### config.mk
export PLATFORM = sky130hd
export DESIGN_NAME = seg7_frame_decoder_flat
export DESIGN_NICKNAME = d
export VERILOG_FILES = /design/src/rtl/seg7_frame_decoder_if.sv /design/src/rtl/seg7_frame_decoder.sv /design/src/flat_wrapper.sv
export SDC_FILE = /design/constraint.sdc
export NUM_CORES = 1
export LEC_CHECK = 0
export BUFFER_PORTS_ARGS = -buffer_cell sky130_fd_sc_hd__buf_2
export CAP_MARGIN = 20
export CORE_MARGIN = 2
export CORE_UTILIZATION = 45
export CTS_BUF_LIST = sky130_fd_sc_hd__clkbuf_2
export CTS_CLUSTER_DIAMETER = 200
export DETAILED_ROUTE_END_ITERATION = 8
export GPL_TIMING_DRIVEN = 0
export PLACE_DENSITY = 0.6
export SLEW_MARGIN = 0
export SYNTH_ARGS = -nofsm -noshare
export SYNTH_HDL_FRONTEND = slang
export SYNTH_SLANG_ARGS = --single-unit
### constraint.sdc
create_clock -name clk -period 8.4 [get_ports clk]
set_clock_uncertainty 0.1 [all_clocks]
set_input_delay 0.42 -clock clk [delete_from_list [all_inputs] [get_ports clk]]
set_output_delay 0.42 -clock clk [all_outputs]
set_load 0.02 [all_outputs]
### src/rtl/seg7_frame_decoder_if.sv
// Digit strobe bus from a multiplexed seven-segment display scanner.
interface seg7_frame_decoder_if;
    logic [6:0] seg_n;
    logic [3:0] dig_idx;
    logic       dig_stb;

    modport master (output seg_n, output dig_idx, output dig_stb);
    modport slave  (input  seg_n, input  dig_idx, input  dig_stb);
endinterface

### src/rtl/seg7_frame_decoder.sv
// Reassembles a 14-digit seven-segment date-time frame, range-checks it and
// publishes the binary fields on acceptance.
module seg7_frame_decoder #(
    parameter int unsigned LEAP_MOD = 4
) (
    input  logic                 clk,
    input  logic                 rst_n,
    seg7_frame_decoder_if.slave  bus,
    output logic [5:0]           sec_bin,
    output logic [5:0]           min_bin,
    output logic [4:0]           hour_bin,
    output logic [4:0]           day_bin,
    output logic [3:0]           month_bin,
    output logic [13:0]          year_bin,
    output logic                 frame_ok,
    output logic                 frame_err,
    output logic [1:0]           err_code
);
    typedef enum logic [1:0] {IDLE, COLLECT, CHECK} state_t;

    state_t      state_q, state_d;
    logic [3:0]  exp_q, exp_d;
    logic [3:0]  dig_q [14];
    logic        st_en, upd_d, ok_d, err_d;
    logic [1:0]  code_d;
    logic        pat_ok;
    logic [3:0]  pat_val;
    logic [6:0]  sec_v, min_v, hour_v, day_v, mon_v;
    logic [13:0] year_v;
    logic [4:0]  dim_v;
    logic        in_range;

    // Returns {legal, value}; anything outside the ten digit glyphs is illegal.
    function automatic logic [4:0] seg_decode(input logic [6:0] p);
        case (p)
            7'b1000000: return {1'b1, 4'd0};
            7'b1111001: return {1'b1, 4'd1};
            7'b0100100: return {1'b1, 4'd2};
            7'b0110000: return {1'b1, 4'd3};
            7'b0011001: return {1'b1, 4'd4};
            7'b0010010: return {1'b1, 4'd5};
            7'b0000010: return {1'b1, 4'd6};
            7'b1111000: return {1'b1, 4'd7};
            7'b0000000: return {1'b1, 4'd8};
            7'b0010000: return {1'b1, 4'd9};
            default:    return 5'd0;
        endcase
    endfunction

    assign {pat_ok, pat_val} = seg_decode(bus.seg_n);

    always_comb begin
        sec_v  = 7'(dig_q[1]) * 7'd10 + 7'(dig_q[0]);
        min_v  = 7'(dig_q[3]) * 7'd10 + 7'(dig_q[2]);
        hour_v = 7'(dig_q[5]) * 7'd10 + 7'(dig_q[4]);
        day_v  = 7'(dig_q[7]) * 7'd10 + 7'(dig_q[6]);
        mon_v  = 7'(dig_q[9]) * 7'd10 + 7'(dig_q[8]);
        year_v = 14'(dig_q[13]) * 14'd1000 + 14'(dig_q[12]) * 14'd100
               + 14'(dig_q[11]) * 14'd10 + 14'(dig_q[10]);
        case (mon_v)
            7'd2:                    dim_v = ((32'(year_v) % LEAP_MOD) == 32'd0) ? 5'd29 : 5'd28;
            7'd4, 7'd6, 7'd9, 7'd11: dim_v = 5'd30;
            default:                 dim_v = 5'd31;
        endcase
        in_range = (sec_v <= 7'd59) && (min_v <= 7'd59) && (hour_v <= 7'd23)
                && (mon_v >= 7'd1) && (mon_v <= 7'd12)
                && (day_v >= 7'd1) && (day_v <= 7'(dim_v))
                && (year_v <= 14'd9999);
    end

    always_comb begin
        state_d = state_q;
        exp_d   = exp_q;
        st_en   = 1'b0;
        upd_d   = 1'b0;
        ok_d    = 1'b0;
        err_d   = 1'b0;
        code_d  = err_code;
        unique case (state_q)
            IDLE: begin
                if (bus.dig_stb && bus.dig_idx == 4'd0) begin
                    if (!pat_ok) begin
                        err_d  = 1'b1;
                        code_d = 2'b01;
                    end else begin
                        st_en   = 1'b1;
                        exp_d   = 4'd1;
                        state_d = COLLECT;
                    end
                end
            end
            COLLECT: begin
                if (bus.dig_stb) begin
                    if (!pat_ok) begin
                        err_d   = 1'b1;
                        code_d  = 2'b01;
                        state_d = IDLE;
                    end else if (bus.dig_idx == exp_q) begin
                        st_en = 1'b1;
                        if (exp_q == 4'd13) state_d = CHECK;
                        else                exp_d   = exp_q + 4'd1;
                    end else if (bus.dig_idx == 4'd0) begin
                        err_d  = 1'b1;
                        code_d = 2'b10;
                        st_en  = 1'b1;
                        exp_d  = 4'd1;
                    end else begin
                        err_d   = 1'b1;
                        code_d  = 2'b10;
                        state_d = IDLE;
                    end
                end
            end
            CHECK: begin
                if (in_range) begin
                    ok_d  = 1'b1;
                    upd_d = 1'b1;
                end else begin
                    err_d  = 1'b1;
                    code_d = 2'b11;
                end
                state_d = IDLE;
                // A legal digit 0 here opens the next frame; the store still
                // reads the old digits this cycle, so the overlap is safe.
                if (bus.dig_stb && bus.dig_idx == 4'd0 && pat_ok) begin
                    st_en   = 1'b1;
                    exp_d   = 4'd1;
                    state_d = COLLECT;
                end
            end
            default: state_d = IDLE;
        endcase
    end

    always_ff @(posedge clk or negedge rst_n) begin
        if (!rst_n) begin
            state_q <= IDLE;
            exp_q   <= 4'd0;
        end else begin
            state_q <= state_d;
            exp_q   <= exp_d;
        end
    end

    always_ff @(posedge clk or negedge rst_n) begin
        if (!rst_n) begin
            for (int i = 0; i < 14; i++) dig_q[i] <= 4'd0;
        end else if (st_en) begin
            dig_q[bus.dig_idx] <= pat_val;
        end
    end

    always_ff @(posedge clk or negedge rst_n) begin
        if (!rst_n) begin
            frame_ok  <= 1'b0;
            frame_err <= 1'b0;
            err_code  <= 2'b00;
            sec_bin   <= '0;
            min_bin   <= '0;
            hour_bin  <= '0;
            day_bin   <= '0;
            month_bin <= '0;
            year_bin  <= '0;
        end else begin
            frame_ok  <= ok_d;
            frame_err <= err_d;
            err_code  <= code_d;
            if (upd_d) begin
                sec_bin   <= sec_v[5:0];
                min_bin   <= min_v[5:0];
                hour_bin  <= hour_v[4:0];
                day_bin   <= day_v[4:0];
                month_bin <= mon_v[3:0];
                year_bin  <= year_v;
            end
        end
    end
endmodule

### src/flat_wrapper.sv
// flat-port wrapper written by rule: the top's interface ports become plain ports
module seg7_frame_decoder_flat 
#(
    parameter int unsigned LEAP_MOD = 4
)
  (clk, rst_n, sec_bin, min_bin, hour_bin, day_bin, month_bin, year_bin, frame_ok, frame_err, err_code, bus_seg_n, bus_dig_idx, bus_dig_stb);
  seg7_frame_decoder_if bus_i ();
  input  logic clk;
  input  logic rst_n;
  output logic [5:0] sec_bin;
  output logic [5:0] min_bin;
  output logic [4:0] hour_bin;
  output logic [4:0] day_bin;
  output logic [3:0] month_bin;
  output logic [13:0] year_bin;
  output logic frame_ok;
  output logic frame_err;
  output logic [1:0] err_code;
  input wire logic [$bits(bus_i.seg_n)-1:0] bus_seg_n;
  input wire logic [$bits(bus_i.dig_idx)-1:0] bus_dig_idx;
  input wire logic [$bits(bus_i.dig_stb)-1:0] bus_dig_stb;
  assign bus_i.seg_n = bus_seg_n;
  assign bus_i.dig_idx = bus_dig_idx;
  assign bus_i.dig_stb = bus_dig_stb;
  seg7_frame_decoder #(.LEAP_MOD(LEAP_MOD)) u_core (.clk(clk), .rst_n(rst_n), .bus(bus_i), .sec_bin(sec_bin), .min_bin(min_bin), .hour_bin(hour_bin), .day_bin(day_bin), .month_bin(month_bin), .year_bin(year_bin), .frame_ok(frame_ok), .frame_err(frame_err), .err_code(err_code));
endmodule
==> metrics.txt <==
horizontal die dimension=133 µm; vias in the first global route=5,246; syn nets=795; average wire per standard cell=16.6 µm; Worst Slack Setup Final=1.71 ns; final count of negative-setup-slack endpoints=0; Post-Place Setup Slack=1.75 ns; Die Area=0.0176 mm²; number of violations reported at the end of detailed-routing iteration 0=266; Worst-Margin Slew=1.07 ns; crit path kind=reg -> reg; sequential-to-total area share from yosys stat=35.6%; top-count cell post-synth=sky130_fd_sc_hd__dfrtp_1; Power Internal=0.620 mW; most frequent cells after synthesis=106 x sky130_fd_sc_hd__dfrtp_1, 90 x sky130_fd_sc_hd__ha_1, 84 x sky130_fd_sc_hd__mux2_2; area grow syn2layout=9.88%; TritonCTS sink count=106; post_cts resized=0; Worst Path Required=8.84 ns; sw power=0.243 mW; maximum number of pins on one net before global-route repair=55; net switching share of the total power=28.1%; Critical Path Fanout Max=10; max-cap check violation count=0; post-synth cell types=73; area share of the largest cell type after synthesis=35.6%; global router's overall resource usage=19.0%; H-tree Lvls=3; Leak Pwr=4.55 nW; total I/O pin count=58; result of the run=completed; sum of negative setup slack=0 ns; synthesized netlist cell count=664; vias=5,242; share of power burned in combinational logic=9.9%; Setup crit start kind=register; clock insertion delay at the later pin of the skew report=0.63 ns; GP Congestion=0.908; cell at the root of the clock tree=sky130_fd_sc_hd__clkbuf_2; part of the power in the clock network=29.6%; clock input transition at the sequential cells of the worst setup and hold paths=0.29 ns; number of buffers created by CTS=9; largest cells by area after synthesis=sky130_fd_sc_hd__dfrtp_1 36%, sky130_fd_sc_hd__ha_1 15%, sky130_fd_sc_hd__mux2_2 13%; port bufs=55; number of max-slew violations in the final report=0; Top FF cell, synth=sky130_fd_sc_hd__dfrtp_1; post-synthesis average cell area=11.2 µm²; Final Hold Violating Endpoints=0; total congestion overflow=0; first-pass GRT wire length=26,600 µm; number of warnings reported in the yosys synthesis log=0; number of synthesized flops with an enable pin=0; floorplan row count=47; fin crit share=79.7%; Std-Cell Core Area=0.0164 mm²; antenna violations before repair=1; via density per instance=5.44; initial cell density of the core=45.4%; min Tclk post-route=6.69 ns; Die Y-Extent=133 µm; HPWL after DPL=12,600 µm; Max VDD drop=0.0830 mV; RSZ-0062 raised after global routing=no; arrival time of data at the critical path endpoint=7.13 ns; layout cell share with drive strength beyond 1=23.0%; flop and latch count out of synthesis=106; Slew Limit Headroom=27.7%; Synth Cell Area=0.00745 mm²; sequential share of power=60.5%; endpoint kind of the worst setup timing path=register; register-to-register setup slack=1.71 ns; remaining number of nets flagged by the antenna check after routing=0; Cell Pwr Density=105 mW/mm²; final routed DRC violation total=0; max frequency=149 MHz; path category of the worst min-delay check=in -> reg; share of async-settable or async-resettable flops after synthesis=100%; detailed-route wire length=15,900 µm; Longest Clk Path Bufs=2; 1st-pass router iterations=5; cell type with the highest aggregate area in the netlist=sky130_fd_sc_hd__dfrtp_1; CTS tree=yes; number of nets in the final layout=864
final timing paths:
path                                          startpoint                        endpoint  cells past startpoint
max                          u_core.dig_q[2]$_DFFE_PN0P_   u_core.day_bin[3]$_DFFE_PN0P_                     20
min                                          bus_dig_stb      u_core.frame_err$_DFF_PN0_                      3
max reg2reg                  u_core.dig_q[2]$_DFFE_PN0P_   u_core.day_bin[3]$_DFFE_PN0P_                     20
min reg2reg                u_core.sec_bin[5]$_DFFE_PN0P_   u_core.sec_bin[5]$_DFFE_PN0P_                      1
max in group asynchronous                          rst_n     u_core.exp_q[2]$_DFFE_PN0P_                      3
min in group asynchronous                          rst_n  u_core.hour_bin[1]$_DFFE_PN0P_                      2
placed cells by master, fill, tap and decap left out, drive strengths merged, types with 5 or more instances in the layout:
| master | Yosys | layout |
|---|---|---|
| a211oi | 5 | 5 |
| a21o | 10 | 10 |
| a21oi | 25 | 25 |
| buf | 6 | 62 |
| clkbuf | 14 | 23 |
| dfrtp | 106 | 106 |
| diode | 0 | 5 |
| fa | 27 | 27 |
| ha | 90 | 90 |
| inv | 51 | 54 |
| mux2 | 85 | 85 |
| mux2i | 5 | 5 |
| nand2 | 36 | 36 |
| nand2b | 7 | 7 |
| nand3 | 12 | 12 |
| nor2 | 10 | 10 |
| nor2b | 6 | 6 |
| nor3 | 8 | 8 |
| o21ai | 27 | 27 |
| or3 | 5 | 5 |
| xnor2 | 21 | 21 |
| xor2 | 22 | 22 |
cells by family (layout without fill, tap and decap cells):
group / after synthesis / after routing / share of synthesized area (%)
xor+xnor: 43 / 43 / 5.06
fa+ha+maj: 118 / 118 / 22.5
compound gates: 109 / 109 / 10.0
simple gates: 127 / 127 / 9.67
buf+inv: 71 / 145 / 3.61
mux: 90 / 90 / 13.5
other cells: 0 / 5 / 0
flops: 106 / 106 / 35.6
through the flow:
stage | util [%] | instance area [µm²] | hold slack, ns | power, mW | std cells
3_5_place_dp | 49.0 | 8040 | 0.381 | 0.615 | 941
2_1_floorplan | - | 7450 | 0.0244 | 0.581 | 664
5_1_grt | 49.9 | 8190 | 0.0542 | 0.909 | 963
3_3_place_gp | 48.8 | 8000 | 0.376 | 0.610 | 939
4_1_cts | 49.8 | 8170 | 0.0460 | 0.876 | 958
6_report | 49.9 | 8190 | 0.115 | 0.863 | 963
sequential cells by signal, indices dropped and copies added (netlist names):
register / cells
u_core.sec_bin: 6
u_core.state_q: 2
u_core.min_bin: 6
u_core.day_bin: 5
u_core.exp_q: 4
u_core.err_code: 2
u_core.frame_err: 1
u_core.frame_ok: 1
u_core.month_bin: 4
u_core.year_bin: 14
u_core.hour_bin: 5
u_core.dig_q: 56
worst max-delay path, cell delays in order (launching register included):
cell                        delay [ns]
sky130_fd_sc_hd__dfrtp_1          0.58
sky130_fd_sc_hd__fa_1             0.63
sky130_fd_sc_hd__inv_1            0.11
sky130_fd_sc_hd__fa_1             0.54
sky130_fd_sc_hd__inv_1            0.04
sky130_fd_sc_hd__ha_1             0.32
sky130_fd_sc_hd__a21o_1           0.19
sky130_fd_sc_hd__a21oi_1          0.22
sky130_fd_sc_hd__xor2_1           0.19
sky130_fd_sc_hd__ha_1             0.25
sky130_fd_sc_hd__ha_1             0.30
sky130_fd_sc_hd__ha_1             0.39
sky130_fd_sc_hd__a21o_1           0.24
sky130_fd_sc_hd__a2111oi_0        0.36
sky130_fd_sc_hd__a21oi_1          0.08
sky130_fd_sc_hd__o21ai_0          0.22
sky130_fd_sc_hd__xor2_1           0.27
sky130_fd_sc_hd__o21ai_1          0.27
sky130_fd_sc_hd__nand3_1          0.28
sky130_fd_sc_hd__buf_1            0.59
sky130_fd_sc_hd__mux2_2           0.41
cell type report:
type	count	area (µm²)
inverter	51	191
sequential	106	2650
antenna	5	12.5
multi-input combinational	487	4530
buffer	20	77.6
tap	220	275
fill	1493	8220
clock inverter	7	76.3
clock buffer	9	45.0
timing repair buffer	58	327
per-layer routing:
metal  routed length (µm)  global-route usage (%)
met2                 7410                    31.0
met1                 7750                    26.3
met5                    0                       0
met4                  169                    4.00
met3                  615                    3.98
repair_timing:
item | CTS | global route
hold endpoints to repair | 53 | 0
setup buffers | 0 | 0
hold buffers | 1 | 0
power by group through the flow:
stage	Sequential (mW)	Clock [mW]	Combinational [mW]
3_5_place_dp	0.530	0	0.0849
4_1_cts	0.522	0.268	0.0854
6_report	0.522	0.256	0.0853
3_3_place_gp	0.530	0	0.0802
5_1_grt	0.524	0.291	0.0945
2_1_floorplan	0.534	0	0.0466
No activity file was read; power rests on OpenSTA's default activity.
